<file path="src/rtl/pkt_proc_sf_fifo_if.sv">
// rtl/pkt_proc_sf_fifo_if.sv - enqueue/dequeue/status bundle of the store-and-forward packet FIFO
interface pkt_proc_sf_fifo_if #(
  parameter int DATA_W = 32,
  parameter int ADDR_W = 4,
  parameter int LEN_W  = 12
);
  logic              enq_req;
  logic              in_sop;
  logic              in_eop;
  logic [DATA_W-1:0] wr_data_i;
  logic              pck_len_valid;
  logic [LEN_W-1:0]  pck_len_i;
  logic              deq_req;
  logic [ADDR_W:0]   pck_proc_almost_full_value;
  logic [ADDR_W:0]   pck_proc_almost_empty_value;
  logic [DATA_W-1:0] rd_data_o;
  logic              out_valid;
  logic              out_sop;
  logic              out_eop;
  logic              pck_proc_full;
  logic              pck_proc_empty;
  logic              pck_proc_almost_full;
  logic              pck_proc_almost_empty;
  logic              pck_proc_overflow;
  logic              pck_proc_underflow;
  logic              packet_drop;
  logic [ADDR_W:0]   pck_proc_wr_lvl;
  logic [ADDR_W:0]   pck_proc_pkt_cnt;
  logic [15:0]       pck_proc_drop_cnt;

  modport master (
    output enq_req, in_sop, in_eop, wr_data_i, pck_len_valid, pck_len_i, deq_req,
           pck_proc_almost_full_value, pck_proc_almost_empty_value,
    input  rd_data_o, out_valid, out_sop, out_eop, pck_proc_full, pck_proc_empty,
           pck_proc_almost_full, pck_proc_almost_empty, pck_proc_overflow,
           pck_proc_underflow, packet_drop, pck_proc_wr_lvl, pck_proc_pkt_cnt, pck_proc_drop_cnt
  );

  modport slave (
    input  enq_req, in_sop, in_eop, wr_data_i, pck_len_valid, pck_len_i, deq_req,
           pck_proc_almost_full_value, pck_proc_almost_empty_value,
    output rd_data_o, out_valid, out_sop, out_eop, pck_proc_full, pck_proc_empty,
           pck_proc_almost_full, pck_proc_almost_empty, pck_proc_overflow,
           pck_proc_underflow, packet_drop, pck_proc_wr_lvl, pck_proc_pkt_cnt, pck_proc_drop_cnt
  );
endinterface

</file>
<file path="src/rtl/pkt_proc_sf_fifo.sv">
// rtl/pkt_proc_sf_fifo.sv - store-and-forward packet FIFO; packets become readable only once
// their beat count matches the declared length, otherwise the write pointer rolls back.
module pkt_proc_sf_fifo #(
  parameter int DATA_W = 32,
  parameter int ADDR_W = 4,
  parameter int LEN_W  = 12
) (
  input  logic pck_proc_int_mem_fsm_clk,
  input  logic pck_proc_int_mem_fsm_rstn,
  input  logic pck_proc_int_mem_fsm_sw_rstn,
  pkt_proc_sf_fifo_if.slave bus
);
  localparam int PW = ADDR_W + 1;
  localparam int DEPTH = 1 << ADDR_W;
  localparam logic [PW-1:0] PTR_ONE = PW'(1);
  localparam logic [PW-1:0] PTR_DEPTH = PW'(DEPTH);
  localparam logic [LEN_W-1:0] LEN_ONE = LEN_W'(1);

  typedef enum logic [1:0] {S_IDLE, S_WRITE, S_DROP} wr_state_t;

  typedef struct packed {
    wr_state_t         state;
    logic [PW-1:0]     wr_ptr;
    logic [PW-1:0]     cm_ptr;
    logic [PW-1:0]     rd_ptr;
    logic [LEN_W-1:0]  beat_cnt;
    logic [LEN_W-1:0]  len_q;
    logic [PW-1:0]     pkt_cnt;
    logic [PW-1:0]     wr_lvl;
    logic              first;
    logic              out_valid;
    logic              out_sop;
    logic              out_eop;
    logic              full;
    logic              empty;
    logic              almost_full;
    logic              almost_empty;
    logic              overflow;
    logic              underflow;
    logic              packet_drop;
    logic [15:0]       drop_cnt;
    logic [DATA_W-1:0] rd_data;
  } regs_t;

  function automatic regs_t reset_regs();
    regs_t v;
    v = '0;
    v.state = S_IDLE;
    v.first = 1'b1;
    v.empty = 1'b1;
    v.almost_empty = 1'b1;
    return v;
  endfunction

  localparam regs_t RST = reset_regs();

  regs_t r, n;
  logic [DATA_W:0] mem [DEPTH];
  logic [DATA_W:0] rd_word;
  logic [PW-1:0] base_ptr, free_sp;
  logic [LEN_W-1:0] beat_inc;
  logic [ADDR_W-1:0] mem_waddr;
  logic eval_sop, mem_we, commit, drop, ovf, rd_ok, eop_rd, len_bad;

  always_ff @(posedge pck_proc_int_mem_fsm_clk or negedge pck_proc_int_mem_fsm_rstn) begin
    if (!pck_proc_int_mem_fsm_rstn) r <= RST;
    else if (!pck_proc_int_mem_fsm_sw_rstn) r <= RST;
    else r <= n;
  end

  always_ff @(posedge pck_proc_int_mem_fsm_clk) begin
    if (mem_we && pck_proc_int_mem_fsm_sw_rstn) mem[mem_waddr] <= {bus.in_eop, bus.wr_data_i};
  end

  always_comb begin
    n = r;
    eval_sop = 1'b0;
    base_ptr = r.wr_ptr;
    mem_we = 1'b0;
    mem_waddr = r.wr_ptr[ADDR_W-1:0];
    commit = 1'b0;
    drop = 1'b0;
    ovf = 1'b0;
    free_sp = '0;
    len_bad = 1'b0;
    beat_inc = r.beat_cnt + LEN_ONE;

    if (bus.enq_req) begin
      if (r.state == S_WRITE) begin
        if (bus.in_sop) begin
          // abandon the open packet, then judge the new sop against the rolled-back level
          base_ptr = r.cm_ptr;
          n.wr_ptr = r.cm_ptr;
          drop = 1'b1;
          eval_sop = 1'b1;
        end else if (bus.in_eop) begin
          n.state = S_IDLE;
          if (beat_inc == r.len_q) begin
            mem_we = 1'b1;
            n.wr_ptr = r.wr_ptr + PTR_ONE;
            n.cm_ptr = r.wr_ptr + PTR_ONE;
            commit = 1'b1;
          end else begin
            n.wr_ptr = r.cm_ptr;
            drop = 1'b1;
          end
        end else if (beat_inc > r.len_q) begin
          n.wr_ptr = r.cm_ptr;
          drop = 1'b1;
          n.state = S_DROP;
        end else begin
          mem_we = 1'b1;
          n.wr_ptr = r.wr_ptr + PTR_ONE;
          n.beat_cnt = beat_inc;
        end
      end else if (bus.in_sop) begin
        eval_sop = 1'b1;
      end else if (r.state == S_DROP && bus.in_eop) begin
        n.state = S_IDLE;
      end
    end

    if (eval_sop) begin
      free_sp = PTR_DEPTH - (base_ptr - r.rd_ptr);
      mem_waddr = base_ptr[ADDR_W-1:0];
      len_bad = !bus.pck_len_valid || (bus.pck_len_i == '0);
      if (len_bad || (bus.pck_len_i > LEN_W'(free_sp))) begin
        drop = 1'b1;
        ovf = !len_bad;
        n.wr_ptr = base_ptr;
        n.state = bus.in_eop ? S_IDLE : S_DROP;
      end else begin
        mem_we = 1'b1;
        n.len_q = bus.pck_len_i;
        n.beat_cnt = LEN_ONE;
        if (!bus.in_eop) begin
          n.wr_ptr = base_ptr + PTR_ONE;
          n.state = S_WRITE;
        end else if (bus.pck_len_i == LEN_ONE) begin
          n.wr_ptr = base_ptr + PTR_ONE;
          n.cm_ptr = base_ptr + PTR_ONE;
          commit = 1'b1;
          n.state = S_IDLE;
        end else begin
          n.wr_ptr = base_ptr;
          drop = 1'b1;
          n.state = S_IDLE;
        end
      end
    end

    // reads only ever touch committed entries, so pkt_cnt gates acceptance
    rd_word = mem[r.rd_ptr[ADDR_W-1:0]];
    rd_ok = bus.deq_req && (r.pkt_cnt != '0);
    eop_rd = rd_ok && rd_word[DATA_W];
    n.underflow = bus.deq_req && (r.pkt_cnt == '0);
    n.out_valid = rd_ok;
    n.out_sop = rd_ok && r.first;
    n.out_eop = eop_rd;
    if (rd_ok) begin
      n.rd_data = rd_word[DATA_W-1:0];
      n.rd_ptr = r.rd_ptr + PTR_ONE;
      n.first = rd_word[DATA_W];
    end
    case ({commit, eop_rd})
      2'b10: n.pkt_cnt = r.pkt_cnt + PTR_ONE;
      2'b01: n.pkt_cnt = r.pkt_cnt - PTR_ONE;
      default: n.pkt_cnt = r.pkt_cnt;
    endcase

    n.wr_lvl = n.wr_ptr - n.rd_ptr;
    n.full = (n.wr_lvl == PTR_DEPTH);
    n.empty = (n.pkt_cnt == '0);
    n.almost_full = (n.wr_lvl >= bus.pck_proc_almost_full_value);
    n.almost_empty = ((n.cm_ptr - n.rd_ptr) <= bus.pck_proc_almost_empty_value);
    n.overflow = ovf;
    n.packet_drop = drop;
    if (drop && (r.drop_cnt != 16'hFFFF)) n.drop_cnt = r.drop_cnt + 16'd1;
  end

  assign bus.rd_data_o = r.rd_data;
  assign bus.out_valid = r.out_valid;
  assign bus.out_sop = r.out_sop;
  assign bus.out_eop = r.out_eop;
  assign bus.pck_proc_full = r.full;
  assign bus.pck_proc_empty = r.empty;
  assign bus.pck_proc_almost_full = r.almost_full;
  assign bus.pck_proc_almost_empty = r.almost_empty;
  assign bus.pck_proc_overflow = r.overflow;
  assign bus.pck_proc_underflow = r.underflow;
  assign bus.packet_drop = r.packet_drop;
  assign bus.pck_proc_wr_lvl = r.wr_lvl;
  assign bus.pck_proc_pkt_cnt = r.pkt_cnt;
  assign bus.pck_proc_drop_cnt = r.drop_cnt;
endmodule

</file>
<file path="src/flat_wrapper.sv">
// flat-port wrapper written by rule: the top's interface ports become plain ports
module pkt_proc_sf_fifo_flat 
#(
  parameter int DATA_W = 32,
  parameter int ADDR_W = 4,
  parameter int LEN_W  = 12
)
  (pck_proc_int_mem_fsm_clk, pck_proc_int_mem_fsm_rstn, pck_proc_int_mem_fsm_sw_rstn, bus_enq_req, bus_in_sop, bus_in_eop, bus_wr_data_i, bus_pck_len_valid, bus_pck_len_i, bus_deq_req, bus_pck_proc_almost_full_value, bus_pck_proc_almost_empty_value, bus_rd_data_o, bus_out_valid, bus_out_sop, bus_out_eop, bus_pck_proc_full, bus_pck_proc_empty, bus_pck_proc_almost_full, bus_pck_proc_almost_empty, bus_pck_proc_overflow, bus_pck_proc_underflow, bus_packet_drop, bus_pck_proc_wr_lvl, bus_pck_proc_pkt_cnt, bus_pck_proc_drop_cnt);
  pkt_proc_sf_fifo_if #(.DATA_W(DATA_W), .ADDR_W(ADDR_W), .LEN_W(LEN_W)) bus_i ();
  input  logic pck_proc_int_mem_fsm_clk;
  input  logic pck_proc_int_mem_fsm_rstn;
  input  logic pck_proc_int_mem_fsm_sw_rstn;
  input wire logic [$bits(bus_i.enq_req)-1:0] bus_enq_req;
  input wire logic [$bits(bus_i.in_sop)-1:0] bus_in_sop;
  input wire logic [$bits(bus_i.in_eop)-1:0] bus_in_eop;
  input wire logic [$bits(bus_i.wr_data_i)-1:0] bus_wr_data_i;
  input wire logic [$bits(bus_i.pck_len_valid)-1:0] bus_pck_len_valid;
  input wire logic [$bits(bus_i.pck_len_i)-1:0] bus_pck_len_i;
  input wire logic [$bits(bus_i.deq_req)-1:0] bus_deq_req;
  input wire logic [$bits(bus_i.pck_proc_almost_full_value)-1:0] bus_pck_proc_almost_full_value;
  input wire logic [$bits(bus_i.pck_proc_almost_empty_value)-1:0] bus_pck_proc_almost_empty_value;
  output wire logic [$bits(bus_i.rd_data_o)-1:0] bus_rd_data_o;
  output wire logic [$bits(bus_i.out_valid)-1:0] bus_out_valid;
  output wire logic [$bits(bus_i.out_sop)-1:0] bus_out_sop;
  output wire logic [$bits(bus_i.out_eop)-1:0] bus_out_eop;
  output wire logic [$bits(bus_i.pck_proc_full)-1:0] bus_pck_proc_full;
  output wire logic [$bits(bus_i.pck_proc_empty)-1:0] bus_pck_proc_empty;
  output wire logic [$bits(bus_i.pck_proc_almost_full)-1:0] bus_pck_proc_almost_full;
  output wire logic [$bits(bus_i.pck_proc_almost_empty)-1:0] bus_pck_proc_almost_empty;
  output wire logic [$bits(bus_i.pck_proc_overflow)-1:0] bus_pck_proc_overflow;
  output wire logic [$bits(bus_i.pck_proc_underflow)-1:0] bus_pck_proc_underflow;
  output wire logic [$bits(bus_i.packet_drop)-1:0] bus_packet_drop;
  output wire logic [$bits(bus_i.pck_proc_wr_lvl)-1:0] bus_pck_proc_wr_lvl;
  output wire logic [$bits(bus_i.pck_proc_pkt_cnt)-1:0] bus_pck_proc_pkt_cnt;
  output wire logic [$bits(bus_i.pck_proc_drop_cnt)-1:0] bus_pck_proc_drop_cnt;
  assign bus_i.enq_req = bus_enq_req;
  assign bus_i.in_sop = bus_in_sop;
  assign bus_i.in_eop = bus_in_eop;
  assign bus_i.wr_data_i = bus_wr_data_i;
  assign bus_i.pck_len_valid = bus_pck_len_valid;
  assign bus_i.pck_len_i = bus_pck_len_i;
  assign bus_i.deq_req = bus_deq_req;
  assign bus_i.pck_proc_almost_full_value = bus_pck_proc_almost_full_value;
  assign bus_i.pck_proc_almost_empty_value = bus_pck_proc_almost_empty_value;
  assign bus_rd_data_o = bus_i.rd_data_o;
  assign bus_out_valid = bus_i.out_valid;
  assign bus_out_sop = bus_i.out_sop;
  assign bus_out_eop = bus_i.out_eop;
  assign bus_pck_proc_full = bus_i.pck_proc_full;
  assign bus_pck_proc_empty = bus_i.pck_proc_empty;
  assign bus_pck_proc_almost_full = bus_i.pck_proc_almost_full;
  assign bus_pck_proc_almost_empty = bus_i.pck_proc_almost_empty;
  assign bus_pck_proc_overflow = bus_i.pck_proc_overflow;
  assign bus_pck_proc_underflow = bus_i.pck_proc_underflow;
  assign bus_packet_drop = bus_i.packet_drop;
  assign bus_pck_proc_wr_lvl = bus_i.pck_proc_wr_lvl;
  assign bus_pck_proc_pkt_cnt = bus_i.pck_proc_pkt_cnt;
  assign bus_pck_proc_drop_cnt = bus_i.pck_proc_drop_cnt;
  pkt_proc_sf_fifo #(.DATA_W(DATA_W), .ADDR_W(ADDR_W), .LEN_W(LEN_W)) u_core (.pck_proc_int_mem_fsm_clk(pck_proc_int_mem_fsm_clk), .pck_proc_int_mem_fsm_rstn(pck_proc_int_mem_fsm_rstn), .pck_proc_int_mem_fsm_sw_rstn(pck_proc_int_mem_fsm_sw_rstn), .bus(bus_i));
endmodule
</file>
<file path="config.mk">
export PLATFORM = sky130hd
export DESIGN_NAME = pkt_proc_sf_fifo_flat
export DESIGN_NICKNAME = d
export VERILOG_FILES = /design/src/rtl/pkt_proc_sf_fifo_if.sv /design/src/rtl/pkt_proc_sf_fifo.sv /design/src/flat_wrapper.sv
export SDC_FILE = /design/constraint.sdc
export NUM_CORES = 1
export LEC_CHECK = 0
export BUFFER_PORTS_ARGS = -buffer_cell sky130_fd_sc_hd__buf_2
export CAP_MARGIN = 20
export CORE_MARGIN = 1.5
export CORE_UTILIZATION = 55
export CTS_CLUSTER_SIZE = 10
export DETAILED_ROUTE_END_ITERATION = 7
export GPL_TIMING_DRIVEN = 0
export PLACE_DENSITY = 0.83
export REMOVE_ABC_BUFFERS = 1
export SYNTH_ARGS = -nofsm -noshare
export SYNTH_HDL_FRONTEND = slang
export SYNTH_SLANG_ARGS = --single-unit
export TNS_END_PERCENT = 20
</file>
<file path="constraint.sdc">
create_clock -name pck_proc_int_mem_fsm_clk -period 7.7 [get_ports pck_proc_int_mem_fsm_clk]
set_input_delay 0.385 -clock pck_proc_int_mem_fsm_clk [delete_from_list [all_inputs] [get_ports pck_proc_int_mem_fsm_clk]]
set_output_delay 0.385 -clock pck_proc_int_mem_fsm_clk [all_outputs]
set_load 0.005 [all_outputs]
</file>
==> metrics <==
status finished clean; CTS tree built; Placeable Area 48050 um2; Slew @ Worst Pin 1.037 ns; clk buf depth 3; post-route clock period utilization 91.13%; Die W 224.2 um; gr usage total 26.45%; post-layout power 7.144 mW; # nets final 1772; CP Capture Type flop; EDFF count, synth 528; Clock Latency Late Sink 0.62 ns; synth cell count leaders edfxtp_1, mux4_2, nand2_1, dfrtp_1, a21oi_1; via count 14.95k; drt drc 0; pins over their slew limit 0; CTS Sinks 638; final hold violations 0; CTS Root Cell clkbuf_16; CTS H-tree lvls 3; clk slew on worst S/H paths 0.06 ns; Total Wirelength 64770 um; largest net degree at the start of global routing 87; die area 50280 um2; Buffers on Ports 129; Final Setup Violations 0; crit-path max FO 9; Max-slew headroom 30.43%; cts repair resizes 0; most numerous cell in the Yosys netlist edfxtp_1; FP Rows 80; Syn-to-layout area delta 13.79%; global-route wire length before repair 96670 um; DP HPWL 35900 um; RSZ-0062 raised after global routing false; sequential share of the synthesized area 69.14%; fin worst setup slack 0.6831 ns; worst path arrival time 7.54 ns; Most used DFF post-synth edfxtp_1; syn_area_per_cell 17.41 um2; TritonRoute pass-1 iters 5; Mapped Cells 1546; Synth warnings 0; critical path launch point type flop; maximum clock rate 142.5 MHz; routability cong. 0.8841; crit path time final 7.017 ns; Initial DRC Count 1882; top cells by area, synth edfxtp_1, mux4_2, dfrtp_1; asr flop ratio synth 17.24%; Clock Skew 0.02552 ns; path type of the worst setup path reg -> reg; Yosys top cell by area edfxtp_1; DR WL/cell 27.75 um; vias in the first global route 15.44k; synthesized cell area 26920 um2; pre-CTS WS 0.7962 ns; Initial Util 56.02%; antenna-violating nets left 0; Die Height 224.2 um; LEAKAGE 10.66 nW; max_cap viols 0; via/cell ratio 6.404; io pins 130; CTS buffer count 74; Worst Path Required 8.22 ns; fraction of layout cells with a size suffix above 1 25.73%; top cell type's share of synthesized area 58.90%; Max VDD drop 0.2385 mV; antenna violations before repair 8; total grt overflow 0; Distinct cells, synth 70; Hold Crit Class in -> reg; #FFs+latches synth 638; Cell Pwr Density 233.3 nW/um2
kinds of logic (layout without fill, tap and decap cells):
logic type / count (synthesis) / count (layout) / synth area share [%]
AOI/OAI and AO/OA: 147 / 147 / 3.426
xor gates and xnor gates: 52 / 52 / 1.692
adders and majority gates: 55 / 55 / 2.668
buffers and inverters: 172 / 340 / 3.245
DFF: 638 / 638 / 69.14
muxes: 185 / 185 / 14.57
other: 0 / 5 / 0
and+or+nand+nor: 297 / 297 / 5.257
repair_timing:
item / 4_1_cts / 5_1_grt
setup buffers: 0 / 0
hold buffers: 1 / 0
endpoints found under the hold margin: 24 / 0
state kept, by name, summed over array words and instances, names as in the netlist:
| signal | cells |
|---|---|
| u_core.bus.out_eop | 1 |
| u_core.bus.out_sop | 1 |
| u_core.bus.out_valid | 1 |
| u_core.bus.packet_drop | 1 |
| u_core.bus.pck_proc_almost_empty | 1 |
| u_core.bus.pck_proc_almost_full | 1 |
| u_core.bus.pck_proc_drop_cnt | 16 |
| u_core.bus.pck_proc_empty | 1 |
| u_core.bus.pck_proc_full | 1 |
| u_core.bus.pck_proc_overflow | 1 |
| u_core.bus.pck_proc_pkt_cnt | 5 |
| u_core.bus.pck_proc_underflow | 1 |
| u_core.bus.pck_proc_wr_lvl | 5 |
| u_core.bus.rd_data_o | 32 |
| u_core.mem | 528 |
| u_core.r | 42 |
metrics by stage:
step / setup TNS [ns] / util [%] / area (um2) / instances / hold slack, ns
global route: 0 / 63.74 / 30630 / 2333 / 0.05477
CTS: 0 / 63.72 / 30620 / 2329 / 0.02339
global placement: -4029.95 / 57.53 / 27640 / 2167 / 0.4756
finish: 0 / 63.75 / 30630 / 2334 / 0.04286
detailed placement: 0 / 59.05 / 28370 / 2193 / 0.2854
floorplan: -1306.87 / - / 26230 / 1423 / 0.08941
critical path: stages (launching register included):
cell and delay [ns]:
dfrtp_1 0.43, nand4b_1 0.57, mux2i_1 0.89, ha_1 0.38
ha_1 0.32, a21oi_1 0.17, xnor2_1 0.16, xnor2_1 0.16
ha_1 0.28, a21o_1 0.20, mux2_2 0.27, a21bo_2 0.28
nand4_1 0.31, o41ai_1 0.24, a211oi_1 0.19, a21o_1 0.20
ha_1 0.22, fa_1 0.45, inv_1 0.07, a21o_1 0.11
a21oi_1 0.07, xor2_1 0.16, xnor2_1 0.21, ha_1 0.28
nor2b_1 0.13, o221ai_1 0.17
cells in the final DEF (no fill, tap or decap), drive strengths merged, types with 4 or more instances in the layout:
cell / instances
edfxtp: 528
clkbuf: 129
inv: 52
o21ai: 30
o31ai: 5
nand3: 23
ha: 51
xor2: 29
nand4: 8
a21o: 11
nor2b: 7
nor3: 10
nor2: 65
nand2b: 8
or4: 4
and3: 10
mux2: 4
a21oi: 68
and2: 17
mux2i: 16
xnor2: 23
fa: 4
buf: 155
dfrtp: 107
diode: 5
mux4: 165
nand2: 113
or3: 15
where the power goes:
part           internal [mW]  total [mW]  switching [mW]
logic                 0.0399       0.140           0.101
clock network           1.88        3.26            1.37
registers               3.74        3.75         0.00347
final timing paths:
| check | from | slack (ns) | cells after the start | end |
|---|---|---|---|---|
| max in group asynchronous | pck_proc_int_mem_fsm_rstn | 6.70 | 3 | u_core.r[93]$_DFF_PN0_ |
| worst min-delay path | bus_pck_len_i[2] | 0.04 | 3 | u_core.r[71]$_DFFE_PN0P_ |
| worst max register to register | u_core.r[109]$_DFFE_PN0P_ | 0.68 | 25 | u_core.bus.pck_proc_almost_empty$_DFF_PN1_ |
| worst max-delay path | u_core.r[109]$_DFFE_PN0P_ | 0.68 | 25 | u_core.bus.pck_proc_almost_empty$_DFF_PN1_ |
| min in group asynchronous | pck_proc_int_mem_fsm_rstn | 0.24 | 2 | u_core.r[75]$_DFFE_PN0P_ |
| worst min register to register | u_core.r[75]$_DFFE_PN0P_ | 0.50 | 2 | u_core.r[75]$_DFFE_PN0P_ |
per-layer routing:
layer	global-route usage, %	share of wire [%]
met5	0	0.063
met4	9.136	2.9
met3	5.095	8.6
met2	44.94	52
met1	34.52	37
area by class of cell:
class / instances / area, um2
Antenna cell: 5 / 12.51
Clock buffer: 129 / 2122
Clock inverter: 6 / 113.9
Fill cell: 3138 / 17420
Inverter: 49 / 186.4
Multi-Input combinational cell: 736 / 7550
Sequential cell: 638 / 18620
Tap cell: 615 / 769.5
Timing Repair Buffer: 156 / 1250
Note: power is estimated with default switching activity, not from simulation.
